==> src/rtl/cv1k_pkg.sv <==
// cv1k_pkg: shared constants and types for the CV1K CS4 serial bridge.
//   - region codes decoded from A23-A22
//   - register select codes (A1-A0) inside the bridge region
//   - serial engine state encoding
//   - key value that releases the peripheral (audio) reset
package cv1k_pkg;

    localparam logic [1:0] REG_U2     = 2'd0;
    localparam logic [1:0] REG_AUDIO  = 2'd1;
    localparam logic [1:0] REG_BRIDGE = 2'd3;

    localparam logic [1:0] AL_DATA  = 2'b00;  // tx push / rx pop
    localparam logic [1:0] AL_CTRL  = 2'b01;  // legacy bit-bang / status
    localparam logic [1:0] AL_SETUP = 2'b10;  // device_ready key
    localparam logic [1:0] AL_START = 2'b11;  // frame start, nibble count

    localparam logic [3:0] SETUP_KEY = 4'b1110;

    typedef enum logic [2:0] {
        ST_IDLE  = 3'd0,
        ST_SETUP = 3'd1,
        ST_LO    = 3'd2,
        ST_HI    = 3'd3,
        ST_HOLD  = 3'd4
    } eng_st_t;

endpackage

==> src/rtl/cv1k_serial_bridge_if.sv <==
// cv1k_serial_bridge_if: SH-3 CS4 bus as seen by the bridge.
//   cs4, sh3_rd, sh3_we  active-low strobes from the CPU
//   addr_high            A23-A22 region code
//   addr_low             A1-A0 register select (bridge region)
//   data_in / data_out   nibble data bus, split by direction
//   data_oe              bridge drives the pad during region-3 reads
//   sh3_wait             active-low wait back to the CPU
// master = CPU side, slave = bridge side.
interface cv1k_serial_bridge_if #(
    parameter int DATA_W = 4
);
    logic              cs4;
    logic              sh3_rd;
    logic              sh3_we;
    logic [1:0]        addr_high;
    logic [1:0]        addr_low;
    logic [DATA_W-1:0] data_in;
    logic [DATA_W-1:0] data_out;
    logic              data_oe;
    logic              sh3_wait;

    modport master (
        output cs4, sh3_rd, sh3_we, addr_high, addr_low, data_in,
        input  data_out, data_oe, sh3_wait
    );

    modport slave (
        input  cs4, sh3_rd, sh3_we, addr_high, addr_low, data_in,
        output data_out, data_oe, sh3_wait
    );
endinterface

==> src/rtl/cv1k_ser_shifter.sv <==
// cv1k_ser_shifter: serial frame engine for the EEPROM/RTC device.
//   i_clk, i_rst   clock, synchronous active-high reset
//   i_start        one-cycle start, honoured only when idle
//   i_nib          frame length in nibbles (already range checked)
//   i_tx           transmit buffer; the low L bits form the frame
//   i_rx_pop       shift the received window left by one nibble
//   o_rx_nib       top nibble of the received L-bit window
//   o_busy         engine not idle
//   o_ser_ce/clk/di engine drive of the serial pins (0 when idle)
//   i_ser_do       serial data from the device
// Frame: SETUP, then L x (LO, HI), then HOLD, each CLK_DIV clocks.
// ser_do is sampled on the LO->HI edge, MSB-first.
module cv1k_ser_shifter
    import cv1k_pkg::*;
#(
    parameter int DATA_W  = 4,
    parameter int SHIFT_W = 16,
    parameter int CLK_DIV = 4
) (
    input  logic               i_clk,
    input  logic               i_rst,
    input  logic               i_start,
    input  logic [DATA_W-1:0]  i_nib,
    input  logic [SHIFT_W-1:0] i_tx,
    input  logic               i_rx_pop,
    output logic [DATA_W-1:0]  o_rx_nib,
    output logic               o_busy,
    output logic               o_ser_ce,
    output logic               o_ser_clk,
    output logic               o_ser_di,
    input  logic               i_ser_do
);

    localparam int NIB_MAX = SHIFT_W / DATA_W;
    localparam int NIB_W   = $clog2(NIB_MAX + 1);
    localparam int LEN_W   = $clog2(SHIFT_W + 1);
    localparam int DIV_W   = (CLK_DIV > 1) ? $clog2(CLK_DIV) : 1;

    eng_st_t              r_st, w_nxt;
    logic [DIV_W-1:0]     r_div;
    logic [LEN_W-1:0]     r_left;   // bits still to send, including current
    logic [SHIFT_W-1:0]   r_sh;     // tx frame, current bit at MSB
    logic [SHIFT_W-1:0]   r_rx;
    logic [NIB_W-1:0]     r_rdn;    // nibbles in the received window
    logic [LEN_W-1:0]     w_len;
    logic [SHIFT_W-1:0]   w_rx_al;
    logic                 w_tick;

    assign w_tick = (r_div == DIV_W'(CLK_DIV - 1));
    assign w_len  = LEN_W'(int'(i_nib) * DATA_W);

    always_ff @(posedge i_clk) begin
        if (i_rst) r_st <= ST_IDLE;
        else       r_st <= w_nxt;
    end

    always_comb begin
        w_nxt = r_st;
        case (r_st)
            ST_IDLE:  if (i_start) w_nxt = ST_SETUP;
            ST_SETUP: if (w_tick)  w_nxt = ST_LO;
            ST_LO:    if (w_tick)  w_nxt = ST_HI;
            ST_HI:    if (w_tick)  w_nxt = (r_left == LEN_W'(1)) ? ST_HOLD : ST_LO;
            ST_HOLD:  if (w_tick)  w_nxt = ST_IDLE;
            default:               w_nxt = ST_IDLE;
        endcase
    end

    always_ff @(posedge i_clk) begin
        if (i_rst) begin
            r_div  <= '0;
            r_left <= '0;
            r_sh   <= '0;
            r_rx   <= '0;
            r_rdn  <= NIB_W'(NIB_MAX);
        end else begin
            r_div <= (r_st == ST_IDLE || w_tick) ? '0 : r_div + DIV_W'(1);
            if (r_st == ST_IDLE) begin
                if (i_start) begin
                    // left-align the L-bit frame so the first bit sits at the MSB
                    r_sh   <= i_tx << (SHIFT_W - int'(w_len));
                    r_rx   <= '0;
                    r_left <= w_len;
                    r_rdn  <= NIB_W'(i_nib);
                end else if (i_rx_pop) begin
                    r_rx <= r_rx << DATA_W;
                end
            end
            if (r_st == ST_LO && w_tick)
                r_rx <= {r_rx[SHIFT_W-2:0], i_ser_do};
            if (r_st == ST_HI && w_tick) begin
                r_sh   <= r_sh << 1;
                r_left <= r_left - LEN_W'(1);
            end
        end
    end

    // Read-out is taken from the top of the L-bit window, so a short
    // frame still returns its first received nibble first.
    assign w_rx_al  = r_rx >> ((int'(r_rdn) - 1) * DATA_W);
    assign o_rx_nib = w_rx_al[DATA_W-1:0];

    assign o_busy    = (r_st != ST_IDLE);
    assign o_ser_ce  = o_busy;
    assign o_ser_clk = (r_st == ST_HI);
    assign o_ser_di  = (r_st == ST_LO || r_st == ST_HI) ? r_sh[SHIFT_W-1] : 1'b0;

endmodule

==> src/rtl/cv1k_serial_bridge.sv <==
// cv1k_serial_bridge: CS4 bus bridge between the SH-3 and board peripherals.
//   i_clk, i_rst     clock, synchronous active-high reset
//   bus              CPU bus (cv1k_serial_bridge_if.slave)
//   o_dev_cs_n       active-low chip select per region 0..NUM_CS-1
//   o_dev_re_n/we_n  region-0 read/write strobes
//   o_ser_ce/clk/di  serial device pins (engine when busy, legacy reg when idle)
//   i_ser_do         serial data from the device
//   o_device_ready   sticky, set by the setup key; releases audio reset
// Optional feature macro: CV1K_WAIT_EN -- stretches region-3 accesses with
// sh3_wait and holds data/start accesses until the engine is idle instead
// of dropping them.
module cv1k_serial_bridge
    import cv1k_pkg::*;
#(
    parameter int DATA_W   = 4,
    parameter int NUM_CS   = 3,
    parameter int SHIFT_W  = 16,
    parameter int CLK_DIV  = 4,
    parameter int WAIT_CYC = 2
) (
    input  logic                 i_clk,
    input  logic                 i_rst,
    cv1k_serial_bridge_if.slave  bus,
    output logic [NUM_CS-1:0]    o_dev_cs_n,
    output logic                 o_dev_re_n,
    output logic                 o_dev_we_n,
    output logic                 o_ser_ce,
    output logic                 o_ser_clk,
    output logic                 o_ser_di,
    input  logic                 i_ser_do,
    output logic                 o_device_ready
);

    localparam int NIB_MAX = SHIFT_W / DATA_W;

    logic               r_act_q;
    logic [SHIFT_W-1:0] r_tx;
    logic [2:0]         r_leg;     // {ce, clk, di} legacy bit-bang
    logic               r_ready;
    logic [DATA_W-1:0]  r_dout;

    logic               w_act, w_acc, w_do, w_wr;
    logic               w_busy, w_start, w_pop, w_len_ok;
    logic [DATA_W-1:0]  w_rx_nib, w_rd_data;
    logic               w_eng_ce, w_eng_clk, w_eng_di;

    // ---------------- decode ----------------
    for (genvar r = 0; r < NUM_CS; r++) begin : g_cs
        assign o_dev_cs_n[r] = bus.cs4 | (bus.addr_high != 2'(r));
    end
    assign o_dev_re_n = bus.sh3_rd | bus.cs4 | (bus.addr_high != REG_U2);
    assign o_dev_we_n = bus.sh3_we | bus.cs4 | (bus.addr_high != REG_U2);
    assign bus.data_oe = !bus.cs4 && !bus.sh3_rd && (bus.addr_high == REG_BRIDGE);

    // ---------------- access strobe ----------------
    assign w_act = !bus.cs4 && (!bus.sh3_rd || !bus.sh3_we) && (bus.addr_high == REG_BRIDGE);
    assign w_acc = w_act && !r_act_q;
    assign w_wr  = !bus.sh3_we;

`ifdef CV1K_WAIT_EN
    localparam int WC_W = $clog2(WAIT_CYC + 2);
    logic            r_pend;
    logic [WC_W-1:0] r_wcnt;
    logic            w_blk;

    // data/start accesses during a frame are parked and replayed at idle
    assign w_blk = w_busy && (bus.addr_low == AL_DATA || bus.addr_low == AL_START);
    assign w_do  = (w_acc && !w_blk) || (r_pend && !w_busy && w_act);

    always_ff @(posedge i_clk) begin
        if (i_rst) begin
            r_pend <= 1'b0;
            r_wcnt <= '0;
        end else begin
            if (w_acc && w_blk)         r_pend <= 1'b1;
            else if (!w_busy || !w_act) r_pend <= 1'b0;
            if (w_do)                   r_wcnt <= WC_W'(WAIT_CYC);
            else if (r_wcnt != '0)      r_wcnt <= r_wcnt - WC_W'(1);
        end
    end

    assign bus.sh3_wait = !(r_pend || (r_wcnt != '0));
`else
    assign w_do         = w_acc;
    assign bus.sh3_wait = 1'b1;
`endif

    // ---------------- register map ----------------
    assign w_len_ok = (bus.data_in != '0) && (int'(bus.data_in) <= NIB_MAX);
    assign w_start  = w_do && w_wr && (bus.addr_low == AL_START) && !w_busy && w_len_ok;
    assign w_pop    = w_do && !w_wr && (bus.addr_low == AL_DATA) && !w_busy;

    always_comb begin
        w_rd_data = '0;
        case (bus.addr_low)
            AL_DATA: w_rd_data = w_busy ? '0 : w_rx_nib;
            AL_CTRL: w_rd_data = DATA_W'({w_busy, r_ready, 1'b0, i_ser_do});
            default: w_rd_data = '0;
        endcase
    end

    always_ff @(posedge i_clk) begin
        if (i_rst) begin
            r_act_q <= 1'b0;
            r_tx    <= '0;
            r_leg   <= '0;
            r_ready <= 1'b0;
            r_dout  <= '0;
        end else begin
            r_act_q <= w_act;
            if (w_do && w_wr) begin
                case (bus.addr_low)
                    AL_DATA:  if (!w_busy) r_tx <= {r_tx[SHIFT_W-DATA_W-1:0], bus.data_in};
                    AL_CTRL:  if (!w_busy) r_leg <= bus.data_in[2:0];
                    AL_SETUP: if (bus.data_in == DATA_W'(SETUP_KEY)) r_ready <= 1'b1;
                    default: ;
                endcase
            end
            // read data is latched on the strobe so the pop cannot disturb it
            if (w_do && !w_wr) r_dout <= w_rd_data;
        end
    end

    assign bus.data_out   = r_dout;
    assign o_device_ready = r_ready;

    // ---------------- serial engine ----------------
    cv1k_ser_shifter #(
        .DATA_W  (DATA_W),
        .SHIFT_W (SHIFT_W),
        .CLK_DIV (CLK_DIV)
    ) u_shifter (
        .i_clk     (i_clk),
        .i_rst     (i_rst),
        .i_start   (w_start),
        .i_nib     (bus.data_in),
        .i_tx      (r_tx),
        .i_rx_pop  (w_pop),
        .o_rx_nib  (w_rx_nib),
        .o_busy    (w_busy),
        .o_ser_ce  (w_eng_ce),
        .o_ser_clk (w_eng_clk),
        .o_ser_di  (w_eng_di),
        .i_ser_do  (i_ser_do)
    );

    // engine owns the pins while busy; legacy register otherwise
    assign o_ser_ce  = w_busy ? w_eng_ce  : r_leg[2];
    assign o_ser_clk = w_busy ? w_eng_clk : r_leg[1];
    assign o_ser_di  = w_busy ? w_eng_di  : r_leg[0];

endmodule

==> src/flat_wrapper.sv <==
// flat-port wrapper written by rule: the top's interface ports become plain ports
module cv1k_serial_bridge_flat import cv1k_pkg::*;
#(
    parameter int DATA_W   = 4,
    parameter int NUM_CS   = 3,
    parameter int SHIFT_W  = 16,
    parameter int CLK_DIV  = 4,
    parameter int WAIT_CYC = 2
)
  (i_clk, i_rst, o_dev_cs_n, o_dev_re_n, o_dev_we_n, o_ser_ce, o_ser_clk, o_ser_di, i_ser_do, o_device_ready, bus_cs4, bus_sh3_rd, bus_sh3_we, bus_addr_high, bus_addr_low, bus_data_in, bus_data_out, bus_data_oe, bus_sh3_wait);
  cv1k_serial_bridge_if #(.DATA_W(DATA_W)) bus_i ();
  input  logic i_clk;
  input  logic i_rst;
  output logic [NUM_CS-1:0] o_dev_cs_n;
  output logic o_dev_re_n;
  output logic o_dev_we_n;
  output logic o_ser_ce;
  output logic o_ser_clk;
  output logic o_ser_di;
  input  logic i_ser_do;
  output logic o_device_ready;
  input wire logic [$bits(bus_i.cs4)-1:0] bus_cs4;
  input wire logic [$bits(bus_i.sh3_rd)-1:0] bus_sh3_rd;
  input wire logic [$bits(bus_i.sh3_we)-1:0] bus_sh3_we;
  input wire logic [$bits(bus_i.addr_high)-1:0] bus_addr_high;
  input wire logic [$bits(bus_i.addr_low)-1:0] bus_addr_low;
  input wire logic [$bits(bus_i.data_in)-1:0] bus_data_in;
  output wire logic [$bits(bus_i.data_out)-1:0] bus_data_out;
  output wire logic [$bits(bus_i.data_oe)-1:0] bus_data_oe;
  output wire logic [$bits(bus_i.sh3_wait)-1:0] bus_sh3_wait;
  assign bus_i.cs4 = bus_cs4;
  assign bus_i.sh3_rd = bus_sh3_rd;
  assign bus_i.sh3_we = bus_sh3_we;
  assign bus_i.addr_high = bus_addr_high;
  assign bus_i.addr_low = bus_addr_low;
  assign bus_i.data_in = bus_data_in;
  assign bus_data_out = bus_i.data_out;
  assign bus_data_oe = bus_i.data_oe;
  assign bus_sh3_wait = bus_i.sh3_wait;
  cv1k_serial_bridge #(.DATA_W(DATA_W), .NUM_CS(NUM_CS), .SHIFT_W(SHIFT_W), .CLK_DIV(CLK_DIV), .WAIT_CYC(WAIT_CYC)) u_core (.i_clk(i_clk), .i_rst(i_rst), .bus(bus_i), .o_dev_cs_n(o_dev_cs_n), .o_dev_re_n(o_dev_re_n), .o_dev_we_n(o_dev_we_n), .o_ser_ce(o_ser_ce), .o_ser_clk(o_ser_clk), .o_ser_di(o_ser_di), .i_ser_do(i_ser_do), .o_device_ready(o_device_ready));
endmodule
==> config.mk <==
export PLATFORM = sky130hd
export DESIGN_NAME = cv1k_serial_bridge_flat
export DESIGN_NICKNAME = d
export VERILOG_FILES = /design/src/rtl/cv1k_pkg.sv /design/src/rtl/cv1k_serial_bridge_if.sv /design/src/rtl/cv1k_ser_shifter.sv /design/src/rtl/cv1k_serial_bridge.sv /design/src/flat_wrapper.sv
export SDC_FILE = /design/constraint.sdc
export NUM_CORES = 1
export LEC_CHECK = 0
export ABC_AREA = 1
export BUFFER_PORTS_ARGS = -buffer_cell sky130_fd_sc_hd__buf_2
export CORE_MARGIN = 2
export CORE_UTILIZATION = 45
export CTS_BUF_LIST = sky130_fd_sc_hd__clkbuf_4 sky130_fd_sc_hd__clkbuf_8
export DETAILED_ROUTE_END_ITERATION = 8
export GPL_TIMING_DRIVEN = 0
export PLACE_DENSITY = 0.69
export SLEW_MARGIN = 20
export SYNTH_ARGS = -nofsm -noshare
export SYNTH_HDL_FRONTEND = slang
export SYNTH_SLANG_ARGS = --single-unit
==> constraint.sdc <==
create_clock -name i_clk -period 2.75 [get_ports i_clk]
set_clock_uncertainty 0.1 [all_clocks]
set_input_delay 0 -clock i_clk [delete_from_list [all_inputs] [get_ports i_clk]]
set_output_delay 0 -clock i_clk [all_outputs]
set_load 0.03 [all_outputs]
==> results of run 1 <==
==> cells in the mapped netlist (all sizes together) <==
| library cell | instances |
|---|---|
| clkbuf | 7 |
| a32o | 1 |
| nor3 | 3 |
| a21boi | 6 |
| dfxtp | 70 |
| xor2 | 3 |
| ha | 6 |
| xnor2 | 1 |
| inv | 66 |
| a21oi | 47 |
| nand2 | 186 |
| conb | 1 |
| or2 | 4 |
| clkinv | 1 |
| nor2 | 83 |
| buf | 25 |
| nand3 | 70 |
| a31oi | 1 |
| nand4 | 11 |
| o211ai | 1 |
| o21ai | 38 |
==> timing repair <==
| action | 4_1_cts | 5_1_grt |
|---|---|---|
| endpoints found under the hold margin | 15 | 0 |
| setup buffers | 0 | 0 |
| hold buffers | 12 | 0 |
==> power breakdown <==
group          switching [mW]  internal (mW)  total [mW]  leakage, nW
sequential             0.0107           1.02        1.03        0.564
clock                   0.410          0.561       0.970        0.116
combinational           0.136         0.0647       0.200         1.56
==> cell type report <==
cell class,instances,area [sq um]
sequential,70,1401
clock buffer,11,151.4
tap,108,135.1
clock inverter,5,81.33
multi-input combinational,462,2150
fill,874,4064
buffer,32,198.9
inverter,67,251.5
timing repair buffer,37,245.2
==> worst min-delay path: stages <==
cell	delay (ns)
buf_2	0.11
inv_1	0.11
nor2_1	0.10
nand2_1	0.06
nand2_1	0.05
nand2_1	0.05
a21oi_1	0.05
==> sequential cells by signal, indices dropped and copies added (netlist names), 3 cells and up <==
name	flops
u_core.u_shifter.r_rx	16
u_core.u_shifter.r_sh	16
u_core.r_leg	3
u_core.u_shifter.r_rdn	3
u_core.u_shifter.r_left	5
u_core.u_shifter.r_st	3
u_core.bus.data_out	4
u_core.r_tx	16
==> path summary, 6_finish.rpt <==
kind / start / endpoint / depth (start not counted)
setup / recovery: bus_sh3_rd / u_core.r_act_q / 8
hold / removal: bus_addr_low[0] / u_core.bus.data_out[0] / 7
setup reg to reg: u_core.u_shifter.r_rdn[0] / u_core.bus.data_out[1] / 8
hold reg to reg: u_core.u_shifter.r_div[0] / u_core.u_shifter.r_div[0] / 1
==> cell usage in the layout, fill, tap and decap left out, drive strengths merged <==
cell,netlist,layout
nand2,186,186
nor2,83,83
dfxtp,70,70
nand3,70,70
inv,66,66
buf,25,50
a21oi,47,47
o21ai,38,38
clkbuf,7,18
dlygate4sd3,0,12
nand4,11,11
a21boi,6,6
ha,6,6
or2,4,4
nor3,3,3
xor2,3,3
clkinv,1,3
bufinv,0,2
a32o,1,1
xnor2,1,1
o211ai,1,1
a31oi,1,1
conb,1,1
clkinvlp,0,1
==> metrics by stage <==
step | utilization | cells | instance area [sq um] | total power [mW] | hold WS [ns]
2_1_floorplan | - | 631 | 4001 | 1.188 | 0.01527
3_3_place_gp | 0.4911 | 764 | 4262 | 1.241 | 0.1780
3_5_place_dp | 0.4911 | 764 | 4262 | 1.244 | 0.1817
4_1_cts | 0.5317 | 792 | 4614 | 2.215 | 0.1170
5_1_grt | 0.5317 | 792 | 4614 | 2.286 | 0.1766
6_report | 0.5317 | 792 | 4614 | 2.204 | 0.1217
==> metal layers <==
layer  up-vias  wire (um)  global-route usage
li1       2111          -                   -
met1      1883       4943              0.2971
met2       100       5053              0.3741
met3         9        482             0.04080
met4         0         85             0.06112
met5         -          0                   0
==> cell families after synthesis <==
logic type	share of synthesized area
AO/OA/AOI/OAI	0.1235
XOR/XNOR	0.008757
adder cells (fa/ha/maj)	0.01876
buffers and inverters	0.1126
flip-flops	0.3502
other	0.0009372
AND/OR/NAND/NOR	0.3852
==> results.md, run 1 <==
* Status: complete, no violations
* RD Place Congestion at 0.9929
* Die Width at 98.30 um
* Hold Fails Final Rpt at 0
* Vias in the first global route at 3771
* WL/cell at 13.34 um
* DR iter-0 viols at 161
* Ports at 29
* Nets at 699
* Die height at 98.30 um
* Ys Warns at 0
* Reg clk slew, reported paths at 0.09 ns
* CP Cell Sequence: dlygate4sd3_1, buf_2, nand2_1, dlygate4sd3_1, nand2_1, dlygate4sd3_1, nor3_1, dlygate4sd3_1
* Synth Cell Area at 0.004001 sq mm
* Highest achievable clock rate at 403.0 MHz
* FP Rows at 34
* Crit path kind: input pin to register
* Grt total ovfl at 0
* P&R area growth vs syn at 15.32%
* Final setup fails at 0
* Clock Path Buffers at 2
* H-tree depth at 3
* Gr usage total at 0.2236
* Share of layout cells above drive strength 1 at 0.1360
* Critical Path RT at 2.95 ns
* Dpl hpwl at 7684 um
* Max incr delay on CP at 0.58 ns
* Crit path time final at 2.481 ns
* Max-Cap Viols at 0
* Syn nets at 651
* Synth top area share at 0.3502
* Num CTS Buffers at 9
* Final worst slack at 0.2687 ns
* Crit path DAT at 2.68 ns
* Initial antenna violation count at 0
* First-pass GRT wire length at 17790 um
* Post-route DRC at 0
* Root buffer cell: clkbuf_8
* Top cells by area, synth: dfxtp_1 (35%), nand2_1 (17%), nand3_1 (8.3%)
* WP buf/inv at 5
* Core area at 0.008678 sq mm
* TNS Setup at 0 ns
* Dpl ws at 0.6081 ns
* Ant diodes at 0
* Pre-antenna DRT Iters at 5
* Post-Syn Area per Cell at 6.341 sq um
* CP most frequent cell: dlygate4sd3_1
* Starting density of the core at 0.4611
* Power per Cell Area at 477.7 mW/mm^2
* VDD IR max at 308.8 uV
* Largest net degree at the start of global routing at 13
* Rel. slew slack at 0.6206
* RSZ-0062 raised after global routing: false
* Crit-path max FO at 3
* CP Capture Type: register
* Fin. max-slew vios at 0
* Worst-Margin Slew at 0.5692 ns
* Yosys top cell by area: dfxtp_1
* CP max-delay cell: dlygate4sd3_1
* Skew-Pair Late Insertion Delay at 0.35 ns
* Synth unique cells at 30
* Register bit total from synthesis at 70
* Leak at 2.240 nW
* Vias at 4103
* Mapped Cells at 631
* Hold Crit Class: input pin to register
* Final wirelength at 10560 um
* Startpoint Class: input pin
* Antenna Nets Post-Route at 0
* Clk sinks at 70
* Seq/Total Area, Yosys at 0.3502
* Fin crit share at 0.9023
* Post-cts resize count at 0
* Vias/cell at 5.181
* Setup slack, reg-to-reg at 0.59 ns
* CTS tree: done
* Crit-path leading delay family: buffers and inverters
* Input/output buffers at 25
* Full die area at 0.009662 sq mm
Note: power is estimated with default switching activity, not from simulation.
==> run 2, diff against run 1 <==
--- a/config.mk
+++ b/config.mk
@@ -9,9 +9,10 @@
 export BUFFER_PORTS_ARGS = -buffer_cell sky130_fd_sc_hd__buf_2
 export CORE_MARGIN = 2
 export CORE_UTILIZATION = 45
-export CTS_BUF_LIST = sky130_fd_sc_hd__clkbuf_4 sky130_fd_sc_hd__clkbuf_8
+export CTS_BUF_LIST = sky130_fd_sc_hd__clkbuf_16
 export DETAILED_ROUTE_END_ITERATION = 8
 export GPL_TIMING_DRIVEN = 0
+export MAX_ROUTING_LAYER = met4
 export PLACE_DENSITY = 0.69
 export SLEW_MARGIN = 20
 export SYNTH_ARGS = -nofsm -noshare
==> run 2 against run 1 <==
Effect of this change: worst setup slack gained 0.058 ns; register-to-register slack gained 0.07 ns; maximum frequency grew 2.4%; final area grew 0.87%; sequential share of layout area shrank 0.26 points; die area is the same; clock power grew 14%; critical path type unchanged; critical endpoint unchanged; largest power group is now clock; highest routed layer unchanged.
==> results.md, run 2 (same netlist as run 1, synthesis figures left out) <==
* Num CTS Buffers at 9 (unchanged)
* TNS Setup at 0 ns (unchanged)
* H-tree depth at 3 (unchanged)
* DR iter-0 viols at 193 (+20%)
* Crit path DAT at 2.60 ns (-0.08 ns)
* Status: complete, no violations
* Hold WS at 0.02390 ns (-0.09783 ns)
* FP Rows at 34 (unchanged)
* Final wirelength at 10550 um (-0.12%)
* Rel. slew slack at 0.6405 (+0.01995)
* Antenna Nets Post-Route at 0 (unchanged)
* Crit path kind: input pin to register
* Initial antenna violation count at 0 (unchanged)
* Switching part of the total power at 0.2436 (-0.008719)
* Die Width at 98.30 um (unchanged)
* Post-cts resize count at 0 (unchanged)
* VDD IR max at 345.7 uV (+12%)
* Crit path time final at 2.424 ns (-0.05756 ns)
* Root buffer cell: clkbuf_16
* Share of power burned in registers at 0.441 (-0.028)
* Reg clk slew, reported paths at 0.06 ns (-0.03 ns)
* Fin. max-slew vios at 0 (unchanged)
* Largest regs: u_core.r_tx (16), u_core.u_shifter.r_rx (16), u_core.u_shifter.r_sh (16)
* Input/output buffers at 25 (unchanged)
* CTS tree: done
* Nets at 698 (-0.14%)
* Startpoint Class: input pin
* Post-route DRC at 0 (unchanged)
* Fin crit share at 0.8814 (-0.02093)
* Switching pwr at 0.5717 mW (+2.8%)
* Commonest cells after routing, fill and taps aside: nand2_1 (181), nor2_1 (75), dfxtp_1 (70)
* Vias at 4102 (-0.024%)
* Dpl hpwl at 7734 um (+0.66%)
* Most common cell after layout, fill and taps aside: nand2_1
* P&R area growth vs syn at 16.32%
* Ports at 29 (unchanged)
* Share of layout cells above drive strength 1 at 0.1303 (-0.005657)
* WL/cell at 13.34 um (about the same)
* Pint at 1.776 mW (+7.7%)
* Hold Fails Final Rpt at 0 (unchanged)
* Combinational Power Share at 0.086 (-0.005)
* Power per Cell Area at 504.3 mW/mm^2 (+5.6%)
* Ant diodes at 0 (unchanged)
* Core area at 0.008678 sq mm (unchanged)
* Clk sinks at 70 (unchanged)
* Worst-Margin Slew at 0.5392 ns (-0.02993 ns)
* Clock Path Buffers at 2 (unchanged)
* Crit-path max FO at 3 (unchanged)
* RSZ-0062 raised after global routing: false
* Full die area at 0.009662 sq mm (unchanged)
* Die height at 98.30 um (unchanged)
* Hold Crit Class: input pin to register
* Skew-Pair Late Insertion Delay at 0.33 ns (-0.02 ns)
* Vias in the first global route at 3818 (+1.2%)
* Critical Path RT at 2.93 ns (-0.02 ns)
* RD Place Congestion at 0.9252 (-6.8%)
* Starting density of the core at 0.4611 (unchanged)
* Highest achievable clock rate at 412.6 MHz (+2.4%)
* Max-Cap Viols at 0 (unchanged)
* Grt total ovfl at 0 (unchanged)
* Vias/cell at 5.186 (+0.10%)
* Leak at 2.264 nW (+1.0%)
* Largest net degree at the start of global routing at 12 (-1)
* First-pass GRT wire length at 17640 um (-0.85%)
* Pre-antenna DRT Iters at 7 (+2)
* Post-CTS Hold Buffers at 11 (-1)
* Final setup fails at 0 (unchanged)
* Clk pwr share at 0.473 (+0.033)
* CP Capture Type: register
* Post-CTS Setup Bufs at 0 (unchanged)
* Gr usage total at 0.2310 (+0.007443)
[run 2: power by group through the flow]
stage          Sequential [mW]  Combinational, mW  Clock, mW
4_1_cts                   1.03              0.199       1.13
3_5_place_dp              1.06              0.187          0
6_report                  1.04              0.201       1.11
5_1_grt                   1.04              0.224       1.18
2_1_floorplan             1.05              0.133          0
3_3_place_gp              1.06              0.186          0
[run 2: final timing paths]
| path | start | end | slack (ns) | cells after the start |
|---|---|---|---|---|
| max | bus_sh3_rd | u_core.r_act_q | 0.33 | 8 |
| min | bus_sh3_we | u_core.bus.data_out[1] | 0.02 | 4 |
| max reg2reg | u_core.u_shifter.r_rdn[0] | u_core.bus.data_out[0] | 0.66 | 10 |
| min reg2reg | u_core.u_shifter.r_div[0] | u_core.u_shifter.r_div[0] | 0.32 | 1 |
[run 2: critical path, stage by stage]
cell           delay (ns)
dlygate4sd3_1        0.53
buf_2                0.13
nand2_1              0.07
dlygate4sd3_1        0.54
nand2_1              0.08
dlygate4sd3_1        0.56
nor3_1               0.12
dlygate4sd3_1        0.56
[run 2: layout make-up]
| class | instances | area [sq um] |
|---|---|---|
| Fill cell | 855 | 4024 |
| Multi-Input combinational cell | 462 | 2150 |
| Sequential cell | 70 | 1401 |
| Inverter | 67 | 251.5 |
| Timing Repair Buffer | 36 | 235.2 |
| Clock buffer | 9 | 225.2 |
| Buffer | 32 | 198.9 |
| Tap cell | 108 | 135.1 |
| Clock inverter | 7 | 57.56 |
[run 2: metrics by stage]
| step | cells | cell area (sq um) | power, mW | worst slack, ns | util |
|---|---|---|---|---|---|
| after floorplan | 631 | 4001 | 1.188 | 0.9860 | - |
| after global placement | 764 | 4262 | 1.242 | 0.7237 | 0.4911 |
| after detailed placement | 764 | 4262 | 1.244 | 0.7127 | 0.4911 |
| after CTS | 791 | 4654 | 2.363 | 0.3446 | 0.5363 |
| after global routing | 791 | 4654 | 2.435 | 0.2070 | 0.5363 |
| final | 791 | 4654 | 2.347 | 0.3263 | 0.5363 |
[run 2: routing by layer]
layer,GRT usage,up-vias,part of all wire
met3,0.03937,14,0.042
met5,-,-,0
met1,0.2893,1883,0.47
met2,0.3820,102,0.47
li1,-,2103,-
met4,0.07060,0,0.017
